## src/rtl/tmp121_spi_slave_pkg.sv

```systemverilog
// Shared constants and types for the TMP121 SPI sensor emulator.
//   TEMP_W       width of the two's-complement temperature field
//   FRAME_BITS   bits per sensor frame (temperature + status tail)
//   DEFAULT_TAIL status bits appended after the temperature
//   state_t      responder FSM states
package tmp121_pkg;

    localparam int unsigned TEMP_W       = 13;
    localparam int unsigned FRAME_BITS   = 16;
    localparam logic [2:0]  DEFAULT_TAIL = 3'b100;

    typedef enum logic [1:0] {
        IDLE,
        SHIFT,
        TAIL
    } state_t;

endpackage

```

## src/rtl/tmp121_spi_slave_if.sv

```systemverilog
// Bus bundle between the SPI master / register writer and the TMP121 emulator.
//   csn, sck            SPI pins from the master (asynchronous to clk)
//   miso, miso_oe       serial data and tristate enable back to the master
//   temp_in, temp_we    temperature register write port
//   frame_done/short    end-of-frame status pulses
interface tmp121_spi_slave_if;
    import tmp121_pkg::*;

    logic              csn;
    logic              sck;
    logic              miso;
    logic              miso_oe;
    logic [TEMP_W-1:0] temp_in;
    logic              temp_we;
    logic              frame_done;
    logic              frame_short;

    modport slave (
        input  csn, sck, temp_in, temp_we,
        output miso, miso_oe, frame_done, frame_short
    );

    modport master (
        output csn, sck, temp_in, temp_we,
        input  miso, miso_oe, frame_done, frame_short
    );

endinterface

```

## src/rtl/tmp121_spi_slave_sync_edge.sv

```systemverilog
// Synchroniser plus registered edge detector for one asynchronous pin.
//   clk, rst   system clock, synchronous active-high reset
//   d          asynchronous pin
//   q          synchronised level (SYNC_STAGES flops after d)
//   rise/fall  one-cycle edge flags, SYNC_STAGES+1 clocks after the pin edge
// RST_VAL should match the pin's idle level so reset never fabricates an edge.
module sync_edge #(
    parameter int unsigned SYNC_STAGES = 2,
    parameter logic        RST_VAL     = 1'b0
) (
    input  logic clk,
    input  logic rst,
    input  logic d,
    output logic q,
    output logic rise,
    output logic fall
);

    // One extra stage beyond the synchroniser holds the previous level.
    logic [SYNC_STAGES:0] r_sync;
    logic                 r_rise;
    logic                 r_fall;

    always_ff @(posedge clk) begin
        if (rst) begin
            r_sync <= {(SYNC_STAGES + 1){RST_VAL}};
            r_rise <= 1'b0;
            r_fall <= 1'b0;
        end else begin
            r_sync <= {r_sync[SYNC_STAGES-1:0], d};
            r_rise <= r_sync[SYNC_STAGES-1] & ~r_sync[SYNC_STAGES];
            r_fall <= ~r_sync[SYNC_STAGES-1] & r_sync[SYNC_STAGES];
        end
    end

    assign q    = r_sync[SYNC_STAGES-1];
    assign rise = r_rise;
    assign fall = r_fall;

endmodule

```

## src/rtl/tmp121_spi_slave.sv

```systemverilog
// TMP121 temperature sensor emulator: answers an SPI read with a 16-bit frame
// {temperature[12:0], TAIL_BITS}, MSB first, data changing on falling sck.
//   clk, rst   system clock, synchronous active-high reset
//   bus        tmp121_spi_slave_if.slave (SPI pins, temp write port, status)
// Parameters: SYNC_STAGES (2..4) pin synchroniser depth, TAIL_BITS status bits.
module tmp121_spi_slave
    import tmp121_pkg::*;
#(
    parameter int unsigned SYNC_STAGES = 2,
    parameter logic [2:0]  TAIL_BITS   = DEFAULT_TAIL
) (
    input logic               clk,
    input logic               rst,
    tmp121_spi_slave_if.slave bus
);

    logic w_cs_q, w_cs_rise, w_cs_fall;
    logic w_sck_q, w_sck_rise, w_sck_fall;
    logic w_unused_sck;

    sync_edge #(.SYNC_STAGES(SYNC_STAGES), .RST_VAL(1'b1)) u_sync_csn (
        .clk  (clk),
        .rst  (rst),
        .d    (bus.csn),
        .q    (w_cs_q),
        .rise (w_cs_rise),
        .fall (w_cs_fall)
    );

    sync_edge #(.SYNC_STAGES(SYNC_STAGES), .RST_VAL(1'b0)) u_sync_sck (
        .clk  (clk),
        .rst  (rst),
        .d    (bus.sck),
        .q    (w_sck_q),
        .rise (w_sck_rise),
        .fall (w_sck_fall)
    );

    assign w_unused_sck = w_sck_q ^ w_sck_rise;

    state_t                r_state, w_state_nxt;
    logic [TEMP_W-1:0]     r_pend;
    logic [FRAME_BITS-1:0] r_shr, w_shr_nxt;
    logic [4:0]            r_bcnt, w_bcnt_nxt;
    logic                  r_miso, w_miso_nxt;
    logic                  r_miso_oe, w_miso_oe_nxt;
    logic                  r_done, w_done_nxt;
    logic                  r_short, w_short_nxt;
    logic [2:0]            r_settle;
    logic                  r_armed;

    // After reset the csn synchroniser holds its reset level, not the pin. Once it has
    // flushed, arm only when csn reads high so a frame already running is skipped.
    always_ff @(posedge clk) begin
        if (rst) begin
            r_settle <= 3'd0;
            r_armed  <= 1'b0;
        end else if (r_settle != 3'(SYNC_STAGES)) begin
            r_settle <= r_settle + 3'd1;
        end else if (w_cs_q) begin
            r_armed <= 1'b1;
        end
    end

    always_ff @(posedge clk) begin
        if (rst) begin
            r_pend <= '0;
        end else if (bus.temp_we) begin
            r_pend <= bus.temp_in;
        end
    end

    always_ff @(posedge clk) begin
        if (rst) begin
            r_state   <= IDLE;
            r_shr     <= '0;
            r_bcnt    <= '0;
            r_miso    <= 1'b0;
            r_miso_oe <= 1'b0;
            r_done    <= 1'b0;
            r_short   <= 1'b0;
        end else begin
            r_state   <= w_state_nxt;
            r_shr     <= w_shr_nxt;
            r_bcnt    <= w_bcnt_nxt;
            r_miso    <= w_miso_nxt;
            r_miso_oe <= w_miso_oe_nxt;
            r_done    <= w_done_nxt;
            r_short   <= w_short_nxt;
        end
    end

    always_comb begin
        w_state_nxt = r_state;
        w_shr_nxt   = r_shr;
        w_bcnt_nxt  = r_bcnt;
        w_done_nxt  = 1'b0;
        w_short_nxt = 1'b0;

        unique case (r_state)
            IDLE: begin
                // A coincident sck fall is ignored here: the load wins.
                if (w_cs_fall && r_armed) begin
                    w_shr_nxt   = {r_pend, TAIL_BITS};
                    w_bcnt_nxt  = '0;
                    w_state_nxt = SHIFT;
                end
            end
            SHIFT: begin
                // Frame end beats a coincident shift.
                if (w_cs_rise) begin
                    w_state_nxt = IDLE;
                    w_done_nxt  = (r_bcnt == 5'(FRAME_BITS));
                    w_short_nxt = (r_bcnt != 5'(FRAME_BITS));
                end else if (w_sck_fall) begin
                    w_shr_nxt  = {r_shr[FRAME_BITS-2:0], 1'b0};
                    w_bcnt_nxt = r_bcnt + 5'd1;
                    if (r_bcnt == 5'(FRAME_BITS - 1)) begin
                        w_state_nxt = TAIL;
                    end
                end
            end
            TAIL: begin
                if (w_cs_rise) begin
                    w_state_nxt = IDLE;
                    w_done_nxt  = (r_bcnt == 5'(FRAME_BITS));
                    w_short_nxt = (r_bcnt != 5'(FRAME_BITS));
                end
            end
            default: begin
                w_state_nxt = IDLE;
            end
        endcase

        // Pin outputs are registered from the next state.
        w_miso_oe_nxt = (w_state_nxt != IDLE);
        w_miso_nxt    = (w_state_nxt == SHIFT) ? w_shr_nxt[FRAME_BITS-1] : 1'b0;
    end

    assign bus.miso        = r_miso;
    assign bus.miso_oe     = r_miso_oe;
    assign bus.frame_done  = r_done;
    assign bus.frame_short = r_short;

endmodule

```

## src/flat_wrapper.sv

```systemverilog
// flat-port wrapper written by rule: the top's interface ports become plain ports
module tmp121_spi_slave_flat import tmp121_pkg::*;
#(
    parameter int unsigned SYNC_STAGES = 2,
    parameter logic [2:0]  TAIL_BITS   = DEFAULT_TAIL
)
  (clk, rst, bus_csn, bus_sck, bus_temp_in, bus_temp_we, bus_miso, bus_miso_oe, bus_frame_done, bus_frame_short);
  tmp121_spi_slave_if bus_i ();
  input logic clk;
  input logic rst;
  input wire logic [$bits(bus_i.csn)-1:0] bus_csn;
  input wire logic [$bits(bus_i.sck)-1:0] bus_sck;
  input wire logic [$bits(bus_i.temp_in)-1:0] bus_temp_in;
  input wire logic [$bits(bus_i.temp_we)-1:0] bus_temp_we;
  output wire logic [$bits(bus_i.miso)-1:0] bus_miso;
  output wire logic [$bits(bus_i.miso_oe)-1:0] bus_miso_oe;
  output wire logic [$bits(bus_i.frame_done)-1:0] bus_frame_done;
  output wire logic [$bits(bus_i.frame_short)-1:0] bus_frame_short;
  assign bus_i.csn = bus_csn;
  assign bus_i.sck = bus_sck;
  assign bus_i.temp_in = bus_temp_in;
  assign bus_i.temp_we = bus_temp_we;
  assign bus_miso = bus_i.miso;
  assign bus_miso_oe = bus_i.miso_oe;
  assign bus_frame_done = bus_i.frame_done;
  assign bus_frame_short = bus_i.frame_short;
  tmp121_spi_slave #(.SYNC_STAGES(SYNC_STAGES), .TAIL_BITS(TAIL_BITS)) u_core (.clk(clk), .rst(rst), .bus(bus_i));
endmodule
```

## config.mk

```make
export PLATFORM = sky130hd
export DESIGN_NAME = tmp121_spi_slave_flat
export DESIGN_NICKNAME = d
export VERILOG_FILES = /design/src/rtl/tmp121_spi_slave_pkg.sv /design/src/rtl/tmp121_spi_slave_if.sv /design/src/rtl/tmp121_spi_slave_sync_edge.sv /design/src/rtl/tmp121_spi_slave.sv /design/src/flat_wrapper.sv
export SDC_FILE = /design/constraint.sdc
export NUM_CORES = 1
export LEC_CHECK = 0
export ABC_CLOCK_PERIOD_IN_PS = 4600
export CORE_MARGIN = 10
export CORE_UTILIZATION = 32
export CTS_CLUSTER_DIAMETER = 60
export CTS_CLUSTER_SIZE = 14
export DETAILED_ROUTE_END_ITERATION = 10
export PLACE_DENSITY = 0.59
export SLEW_MARGIN = 20
export SYNTH_ARGS = -nofsm -noshare
export SYNTH_HDL_FRONTEND = slang
export SYNTH_SLANG_ARGS = --single-unit
```

## constraint.sdc

```tcl
create_clock -name clk -period 4.6 [get_ports clk]
set_input_delay 0.69 -clock clk [delete_from_list [all_inputs] [get_ports clk]]
set_output_delay 0.69 -clock clk [all_outputs]
set_load 0.005 [all_outputs]
```

==> metrics.csv, run 1 <==
metric;value;unit
status;finished clean;
Synth top area share;48.9;%
I/O pin count;22;
reg2reg end;u_core.r_bcnt[3];
hold_ws;0.414;ns
switching share of total power;23.4;%
drt wl/cell;12.8;um
internal power;0.000688;W
wire length of the first global-routing pass;6.80;mm
Synth area leader;dfxtp_1;
die area;10300;um2
initial antenna violation count;0;
clock skew;0.00690;ns
CTS tree;done;
vias after detailed routing;1524;
post-synthesis cell area;2130;um2
CP startpoint kind;flip-flop;
final hold vios;0;
core footprint;6420;um2
most used flip-flop cell after synthesis;dfxtp_1;
Synth area leaders;dfxtp_1 49%, mux2i_1 7.0%, nor2_1 6.7%;
Gate power share;10.7;%
# setup viols final;0;
detailed placer's ending HPWL;2.70;mm
Final Critical Period;2.14;ns
Num Clock Sinks;52;
Pwr Density;364;nW/um2
Gate Count Post-Synth;217;
maximum clock path buffer count;2;
R2R Setup Slk;2.46;ns
CP max stage cell;and3b_1;
Fin Setup TNS;0;ns
most frequent cells in the layout;52 x dfxtp_1, 38 x nor2_1, 20 x clkdlybuf4s50_1;
worst r2r path cells;6;
Leak;0.954;nW
CTS Buf Count;5;
fmax;0.466;GHz
PortBufs;21;
Slowest Stage Delay on Critical Path;0.60;ns
# fillers;642;
worst min-delay path class;reg -> reg;
Synth async-reset ratio;0;%
drt drc;0;
pin count of the biggest net entering global routing;49;
area grow syn2layout;15.7;%
delay-heaviest family, CP;simple AND/OR/NAND/NOR gates;
synthesized flop and latch total;52;
post-synthesis sequential area ratio;48.9;%
Slew Viols, Final;0;
Initial Utilization;33.2;%
# hold bufs at CTS;0;
Worst-Margin Slew;0.910;ns
Resize count post-CTS;0;
wirelength, routed;3.96;mm
CP required;4.84;ns
Worst path depth;6;
overflow left after global routing;0;
Setup crit end;u_core.r_bcnt[3];
Die Span X;102;um
CTS Root Cell;clkbuf_8;
layout cells sized above 1;8.58;%
Critical Path End Type;flip-flop;
Synth Warn #;0;
Final period util;46.6;%
Post-Syn Nets;244;
most common cell after layout, fill and taps aside;dfxtp_1;
CTS clk-pin slew, worst paths;0.09;ns
postcts setup bufs;0;
Post-Syn Area per Cell;9.82;um2
Pre-antenna DRT Iters;4;
sequential share of power;55.3;%
CP Class;reg -> reg;
reg2reg start;u_core.r_state[1];
Final ANT Viol Nets;0;
EDFF count, synth;0;
row cnt;29;
RSZ-0062 raised after global routing;false;
Vias/cell;4.92;
Net Sw Power;0.000210;W
Final Core Density;38.4;%
max-cap violations;0;
CP Max Fanout;18;
Antenna Cells;0;
Peak supply drop;0.150;mV
final net count;259;
WP buf/inv;1;
H-tree lvl count;2;
die height;102;um
vias in the first global route;1503;
Final Wtd Congestion;0.793;
CP arrival;2.38;ns
gr usage total;8.15;%
Slew headroom;39.3;%
synth unique cells;43;
critical path startpoint;u_core.r_state[1];
Initial DRC Count;65;
crit path cell chain;inv_1 -> ha_1 -> and3b_1 -> o21ai_4 -> or3_1 -> a21oi_1;
Clock Latency Late Sink;0.30;ns
Clk pwr share;34.0;%
==> Yosys cell counts (all sizes together), types with 2 or more instances <==
cell and count:
a31oi 2, mux2i 15, nor3 14, nand3 4, inv 10, nor2b 4
a221oi 12, a21oi 4, dfxtp 52, and3 2, clkbuf 7, nor3b 4
nor2 38, or3 2, or2 3, ha 9, nand2 5, buf 6
o21ai 4
==> per-layer routing <==
metal / GRT usage, % / vias to the layer above / routed length (um)
met1: 9.26 / 709 / 1840
met5: 0 / - / 0
met4: 3.74 / 0 / 38
met3: 3.06 / 4 / 192
li1: - / 777 / -
met2: 13.3 / 34 / 1890
==> worst min path at each step <==
stage / start / endpoint / slack (ns) / cells after the start
floorplan: u_core.u_sync_sck.r_sync[1] / u_core.u_sync_sck.fall / 0.39 / 1
global placement: u_core.u_sync_csn.r_sync[0] / u_core.u_sync_csn.r_sync[1] / 0.40 / 1
detailed placement: u_core.u_sync_csn.r_sync[0] / u_core.u_sync_csn.r_sync[1] / 0.40 / 1
CTS: u_core.u_sync_sck.r_sync[1] / u_core.u_sync_sck.fall / 0.42 / 1
global route: u_core.u_sync_csn.r_sync[0] / u_core.u_sync_csn.r_sync[1] / 0.43 / 1
finish: u_core.u_sync_sck.r_sync[1] / u_core.u_sync_sck.fall / 0.41 / 1
==> sequential cells by signal, indices dropped and copies added (netlist names) <==
name,count
u_core.bus.frame_done,1
u_core.bus.frame_short,1
u_core.bus.miso,1
u_core.bus.miso_oe,1
u_core.r_armed,1
u_core.r_bcnt,5
u_core.r_pend,13
u_core.r_settle,3
u_core.r_shr,15
u_core.r_state,2
u_core.u_sync_csn.fall,1
u_core.u_sync_csn.r_sync,3
u_core.u_sync_csn.rise,1
u_core.u_sync_sck.fall,1
u_core.u_sync_sck.r_sync,3
==> cells by family after synthesis <==
logic type                 count (synthesis)  synth area share (%)
muxes                                     15                  7.05
DFF                                       52                  48.9
xor gates and xnor gates                   2                 0.822
buffers and inverters                     23                  5.28
adders and majority gates                  9                  5.28
AOI/OAI and AO/OA                         33                  12.5
and+or+nand+nor                           83                  20.2
==> metrics by stage <==
stage / cells / total power, W / setup WS (ns) / area (um2)
finish: 310 / 0.000898 / 2.46 / 2460
detailed placement: 302 / 0.000603 / 2.39 / 2360
floorplan: 217 / 0.000574 / 2.96 / 2130
CTS: 310 / 0.000913 / 2.45 / 2460
global placement: 302 / 0.000600 / 2.42 / 2360
global route: 310 / 0.000947 / 2.21 / 2460
==> power by group through the flow <==
stage | Sequential (W) | Clock [W] | Combinational [W]
detailed placement | 0.000507 | 0 | 0.0000967
CTS | 0.000497 | 0.000318 | 0.0000982
floorplan | 0.000501 | 0 | 0.0000728
global route | 0.000501 | 0.000336 | 0.000110
global placement | 0.000506 | 0 | 0.0000945
finish | 0.000497 | 0.000305 | 0.0000963
==> layout make-up <==
class	instances	area, um2	share of cell area, %
Tap cell	77	96.3	3.91
Sequential cell	52	1040	42.2
Clock buffer	6	72.6	2.94
Inverter	10	37.5	1.52
Clock inverter	2	35.0	1.42
Multi-Input combinational cell	142	977	39.6
Timing Repair Buffer	21	205	8.32
No activity file was read; power rests on OpenSTA's default activity.
==> run 2, diff against run 1 <==
--- a/config.mk
+++ b/config.mk
@@ -5,7 +5,7 @@
 export SDC_FILE = /design/constraint.sdc
 export NUM_CORES = 1
 export LEC_CHECK = 0
-export ABC_CLOCK_PERIOD_IN_PS = 4600
+export ABC_CLOCK_PERIOD_IN_PS = 2200
 export CORE_MARGIN = 10
 export CORE_UTILIZATION = 32
 export CTS_CLUSTER_DIAMETER = 60
==> constraint.sdc (replaced) <==
create_clock -name clk -period 2.2 [get_ports clk]
set_input_delay 0.33 -clock clk [delete_from_list [all_inputs] [get_ports clk]]
set_output_delay 0.33 -clock clk [all_outputs]
set_load 0.005 [all_outputs]
==> run 2 against run 1 <==
  * Sequential cell count unchanged
  * Non-clock buffer count up 3
  * Final area up 0.36%
  * Maximum frequency up 17%
  * First-iteration DRC count up 12%
  * Clock skew up 0.0030 ns
  * Largest power group unchanged
==> metrics.csv, run 2 (synthesis gave the netlist of run 1 again) <==
metric;value;unit;change
CP arrival;2.06;ns;was 2.38 ns
CP Max Fanout;15;;was 18
RSZ-0062 raised after global routing;false;;unchanged
initial antenna violation count;0;;unchanged
CTS tree;done;;unchanged
footprint of the multi-input gates;977;um2;unchanged
vias in the first global route;1472;;was 1503
Worst-Margin Slew;0.718;ns;was 0.910 ns
maximum clock path buffer count;2;;unchanged
Net Sw Power;0.000439;W;was 0.000210 W
Peak supply drop;0.357;mV;was 0.150 mV
detailed placer's ending HPWL;2.79;mm;was 2.70 mm
Gate power share;11.1;%;was 10.7%
Slew headroom;52.1;%;was 39.3%
vias after detailed routing;1532;;was 1524
H-tree lvl count;2;;unchanged
Slew Viols, Final;0;;unchanged
layout cells sized above 1;9.75;%;was 8.58%
Pre-antenna DRT Iters;4;;unchanged
final net count;262;;was 259
Pwr Density;726;nW/um2;was 364 nW/um2
Num Clock Sinks;52;;unchanged
Initial DRC Count;73;;was 65
die area;10300;um2;unchanged
Clk pwr share;31.2;%;was 34.0%
pin count of the biggest net entering global routing;39;;was 49
wire length of the first global-routing pass;6.72;mm;was 6.80 mm
I/O pin count;22;;unchanged
row cnt;29;;unchanged
max FFs per register;15;;unchanged
Reg area;1040;um2;unchanged
fmax;0.546;GHz;was 0.466 GHz
switching share of total power;24.4;%;was 23.4%
# setup viols final;0;;unchanged
Resize count post-CTS;0;;unchanged
sequential share of power;57.7;%;was 55.3%
Final ANT Viol Nets;0;;unchanged
CTS Root Cell;clkbuf_8;;unchanged
most common cell after layout, fill and taps aside;dfxtp_1;;unchanged
drt wl/cell;12.7;um;was 12.8 um
PortBufs;21;;unchanged
max-cap violations;0;;unchanged
CP required;2.43;ns;was 4.84 ns
CP startpoint kind;flip-flop;;unchanged
Die Span X;102;um;unchanged
Vias/cell;4.89;;was 4.92
worst min-delay path class;reg -> reg;;unchanged
# fillers;654;;was 642
final hold vios;0;;unchanged
Critical Path End Type;flip-flop;;unchanged
wirelength, routed;3.96;mm;about the same
Antenna Cells;0;;unchanged
Largest regs;u_core.r_shr (15), u_core.r_pend (13), u_core.r_bcnt (5);;unchanged
clock skew;0.00991;ns;was 0.00690 ns
Clock Latency Late Sink;0.30;ns;about the same
Leak;0.958;nW;was 0.954 nW
most frequent cells in the layout;52 x dfxtp_1, 38 x nor2_1, 20 x clkdlybuf4s50_1;;unchanged
gr usage total;7.97;%;was 8.15%
hold_ws;0.411;ns;was 0.414 ns
Final period util;83.3;%;was 46.6%
Fin Setup TNS;0;ns;unchanged
Final Wtd Congestion;0.730;;was 0.793
Reg with most FFs;u_core.r_shr;;unchanged
area grow syn2layout;16.1;%;was 15.7%
core footprint;6420;um2;unchanged
Initial Utilization;33.2;%;unchanged
CTS clk-pin slew, worst paths;0.09;ns;about the same
internal power;0.00136;W;was 0.000688 W
drt drc;0;;unchanged
CTS Buf Count;5;;unchanged
status;finished clean;;unchanged
# hold bufs at CTS;0;;unchanged
die height;102;um;unchanged
overflow left after global routing;0;;unchanged
postcts setup bufs;0;;unchanged
CP Class;reg -> reg;;unchanged
Final Critical Period;1.83;ns;was 2.14 ns
run 2: cell types whose count changed in the layout (fill, tap and decap cells not counted), sizes merged:
| cell | previous run | this run |
|---|---|---|
| buf | 1 | 4 |
| bufinv | 1 | 0 |
| clkbuf | 6 | 7 |
| clkinv | 1 | 0 |
| clkinvlp | 0 | 1 |
run 2: layer usage:
layer | share of wire, % | track usage (%) | vias to the layer above
met5 | 0 | 0 | -
met4 | 1.3 | 2.64 | 0
met3 | 3.9 | 2.86 | 6
met2 | 47 | 13.4 | 18
met1 | 48 | 9.19 | 718
li1 | - | - | 790
run 2: stage by stage:
stage	area [um2]	worst slack, ns	power, W	cells	util (%)
2_1_floorplan	2130	0.563	0.00120	217	-
3_3_place_gp	2380	0.412	0.00126	305	37.1
3_5_place_dp	2380	0.376	0.00126	305	37.1
4_1_cts	2470	0.354	0.00183	313	38.5
5_1_grt	2470	0.158	0.00189	313	38.5
6_report	2470	0.368	0.00180	313	38.5
run 2: worst paths after layout:
| check | start | end | slack, ns | cells past startpoint |
|---|---|---|---|---|
| max | u_core.r_state[1] | u_core.bus.miso | 0.37 | 5 |
| min | u_core.u_sync_csn.r_sync[0] | u_core.u_sync_csn.r_sync[1] | 0.41 | 1 |
| max reg2reg | u_core.r_state[1] | u_core.bus.miso | 0.37 | 5 |
| min reg2reg | u_core.u_sync_csn.r_sync[0] | u_core.u_sync_csn.r_sync[1] | 0.41 | 1 |
run 2: final cells by class:
| class | count | share of cell area [%] |
|---|---|---|
| flip-flops and latches | 52 | 42.1 |
| multi-input cells | 142 | 39.5 |
| repair buffers | 24 | 9.21 |
| well taps | 77 | 3.89 |
| clock buffers | 7 | 3.49 |
| inverters | 10 | 1.52 |
| clock inverters | 1 | 0.303 |
run 2: critical path, cell delays in order (launching register included):
cell and delay (ns):
dfxtp_1 0.36, inv_1 0.09, ha_1 0.27, and3_1 0.55, o221ai_1 0.28, nor3b_1 0.21
run 2: power groups by stage:
stage / logic (W) / registers, W / clock network [W]
after global routing: 0.000228 / 0.00104 / 0.000622
final: 0.000200 / 0.00104 / 0.000560
after detailed placement: 0.000202 / 0.00106 / 0
after global placement: 0.000200 / 0.00106 / 0
after CTS: 0.000203 / 0.00104 / 0.000584
after floorplan: 0.000152 / 0.00105 / 0
==> run 3, diff against run 2 <==
--- a/config.mk
+++ b/config.mk
@@ -5,13 +5,13 @@
 export SDC_FILE = /design/constraint.sdc
 export NUM_CORES = 1
 export LEC_CHECK = 0
-export ABC_CLOCK_PERIOD_IN_PS = 2200
+export ABC_CLOCK_PERIOD_IN_PS = 1630
 export CORE_MARGIN = 10
 export CORE_UTILIZATION = 32
 export CTS_CLUSTER_DIAMETER = 60
 export CTS_CLUSTER_SIZE = 14
 export DETAILED_ROUTE_END_ITERATION = 10
-export PLACE_DENSITY = 0.59
+export PLACE_DENSITY = 0.61
 export SLEW_MARGIN = 20
 export SYNTH_ARGS = -nofsm -noshare
 export SYNTH_HDL_FRONTEND = slang
==> constraint.sdc (replaced) <==
create_clock -name clk -period 1.63 [get_ports clk]
set_input_delay 0.2445 -clock clk [delete_from_list [all_inputs] [get_ports clk]]
set_output_delay 0.2445 -clock clk [all_outputs]
set_load 0.005 [all_outputs]
==> run 3 against run 2 <==
  * Sequential share of layout area shrank 3.3 points
  * Utilization up 3.6 points
  * Cell count up 4.2%
  * Power increased by 36%
  * Wire length grew 7.4%
  * Count of clock-buffer cells in the layout decreased by 1
  * Critical path depth grew 2
  * Critical path type unchanged
  * Critical endpoint is now u_core.r_bcnt[3]
==> metrics.csv, run 3 (synthesis gave the netlist of run 1 again) <==
metric;value;unit;change
status;finished clean;;unchanged
# setup viols final;0;;unchanged
most common cell after layout, fill and taps aside;dfxtp_1;;unchanged
Initial DRC Count;95;;was 73
fmax;0.632;GHz;was 0.546 GHz
area grow syn2layout;27.0;%;was 16.1%
Reg area;1050;um2;was 1040 um2
Pre-antenna DRT Iters;4;;unchanged
CP Max Fanout;18;;was 15
reg2reg start;u_core.r_state[1];;unchanged
worst min-delay path class;in -> reg;;was reg -> reg
Final Wtd Congestion;0.789;;was 0.730
Slew Viols, Final;0;;unchanged
CTS Buf Count;5;;unchanged
CTS Root Cell;clkbuf_8;;unchanged
footprint of the multi-input gates;1070;um2;was 977 um2
CP startpoint kind;flip-flop;;unchanged
Reg with most FFs;u_core.r_shr;;unchanged
final net count;275;;was 262
CTS tree;done;;unchanged
drt drc;0;;unchanged
Post-Place Cell Area;2480;um2;was 2380 um2
core footprint;6420;um2;unchanged
die area;10300;um2;unchanged
Design Area, Final;2710;um2;was 2470 um2
Slowest Stage Delay on Critical Path;0.35;ns;was 0.55 ns
pin count of the biggest net entering global routing;26;;was 39
Leak;1.06;nW;was 0.958 nW
Initial Utilization;33.2;%;unchanged
Critical Path End Type;flip-flop;;unchanged
max FFs per register;15;;unchanged
drt wl/cell;13.1;um;was 12.7 um
PortBufs;21;;unchanged
CP Class;reg -> reg;;unchanged
PnR Total Power;0.00245;W;was 0.00180 W
# fillers;626;;was 654
Pwr Density;904;nW/um2;was 726 nW/um2
max-cap violations;0;;unchanged
most frequent cells in the layout;48 x dfxtp_1, 34 x nor2_1, 20 x clkdlybuf4s50_1;;was 52 x dfxtp_1, 38 x nor2_1, 20 x clkdlybuf4s50_1
Final period util;97.1;%;was 83.3%
Hold Crit Start;rst;;was u_core.u_sync_csn.r_sync[0]
Largest regs;u_core.r_shr (15), u_core.r_pend (13), u_core.r_bcnt (5);;unchanged
RSZ-0062 raised after global routing;true;;was false
Slew headroom;69.6;%;was 52.1%
clock skew;0.00892;ns;was 0.00991 ns
Final ANT Viol Nets;0;;unchanged
# hold bufs at CTS;0;;unchanged
Peak supply drop;0.562;mV;was 0.357 mV
detailed placer's ending HPWL;2.87;mm;was 2.79 mm
initial antenna violation count;0;;unchanged
layout cells sized above 1;24.1;%;was 9.75%
CTS clk-pin slew, worst paths;0.09;ns;about the same
Clock Latency Late Sink;0.30;ns;about the same
maximum clock path buffer count;2;;unchanged
wirelength, routed;4.26;mm;was 3.96 mm
wire length of the first global-routing pass;6.93;mm;was 6.72 mm
crit path cell chain;inv_2 -> ha_4 -> and2b_2 -> o21ai_4 -> buf_12 -> or3_1 -> a21oi_1;;was inv_1 -> ha_1 -> and3_1 -> o221ai_1 -> nor3b_1
final hold vios;0;;unchanged
CP required;1.87;ns;was 2.43 ns
Worst-Margin Slew;0.456;ns;was 0.718 ns
Die Span X;102;um;unchanged
CP arrival;1.82;ns;was 2.06 ns
Final Critical Period;1.58;ns;was 1.83 ns
vias after detailed routing;1592;;was 1532
die height;102;um;unchanged
critical path startpoint;u_core.r_state[1];;unchanged
overflow left after global routing;0;;unchanged
I/O pin count;22;;unchanged
row cnt;29;;unchanged
Num Clock Sinks;52;;unchanged
vias in the first global route;1540;;was 1472
Antenna Cells;0;;unchanged
gr usage total;8.29;%;was 7.97%
H-tree lvl count;2;;unchanged
Vias/cell;4.88;;was 4.89
CP max stage cell;dfxtp_2;;was and3_1
run 3: cell types whose count changed in the layout (fill, tap and decap cells not counted), moves of 3 or more:
cell     change
nor2_1       -4
buf_4        +9
buf_12       +3
dfxtp_1      -4
ha_1         -4
dfxtp_2      +3
nor2_2       +4
run 3: cell type report:
type                    count  share of cell area (%)
multi-input cells         143                    39.7
flip-flops and latches     52                    38.8
repair buffers             36                    13.1
well taps                  77                    3.56
clock buffers               6                    3.05
inverters                  10                    1.39
clock inverters             2                   0.370
run 3: worst paths after layout:
check / to / slack (ns) / depth (start not counted)
worst max-delay path: u_core.r_bcnt[3] / 0.05 / 7
worst min-delay path: u_core.r_settle[2] / 0.37 / 2
worst max register to register: u_core.r_bcnt[3] / 0.05 / 7
worst min register to register: u_core.u_sync_csn.r_sync[1] / 0.41 / 1
run 3: metal layers:
metal	GRT usage (%)	vias up	wire [um]
met2	13.6	28	2060
met5	0	-	0
met4	5.06	0	119
li1	-	817	-
met1	9.21	739	1910
met3	2.59	8	172
run 3: timing repair:
| item | in CTS | in global routing |
|---|---|---|
| gates resized for setup | 5 | 24 |
| setup buffers | 1 | 1 |
| gates cloned | 0 | 1 |
| pin swaps | 2 | 4 |
| setup endpoints to repair | 16 | 21 |
run 3: report_power, final:
| part | internal, W | switching [W] |
|---|---|---|
| clock network | 0.000339 | 0.000404 |
| logic | 0.000162 | 0.000138 |
| registers | 0.00135 | 0.0000565 |
| total | 0.00185 | 0.000598 |
run 3: through the flow:
stage	util [%]	setup slack, ns	hold slack (ns)	setup TNS, ns	instances
after CTS	40.5	0.00108	0.369	0	324
after global routing	42.1	-0.00354	0.398	-0.00354	326
after detailed placement	38.6	-0.0176	0.402	-0.0484	315
after floorplan	-	-0.00685	0.348	-0.0411	217
after global placement	38.6	-0.00956	0.398	-0.0157	315
final	42.1	0.0469	0.368	0	326
run 3: critical path: cells and delay by family, from the launching register on:
family,cells,cell delay (ns)
AO/OA/AOI/OAI,2,0.21
buffers and inverters,2,0.20
flip-flops,1,0.35
AND/OR/NAND/NOR,2,0.59
adder cells (fa/ha/maj),1,0.17
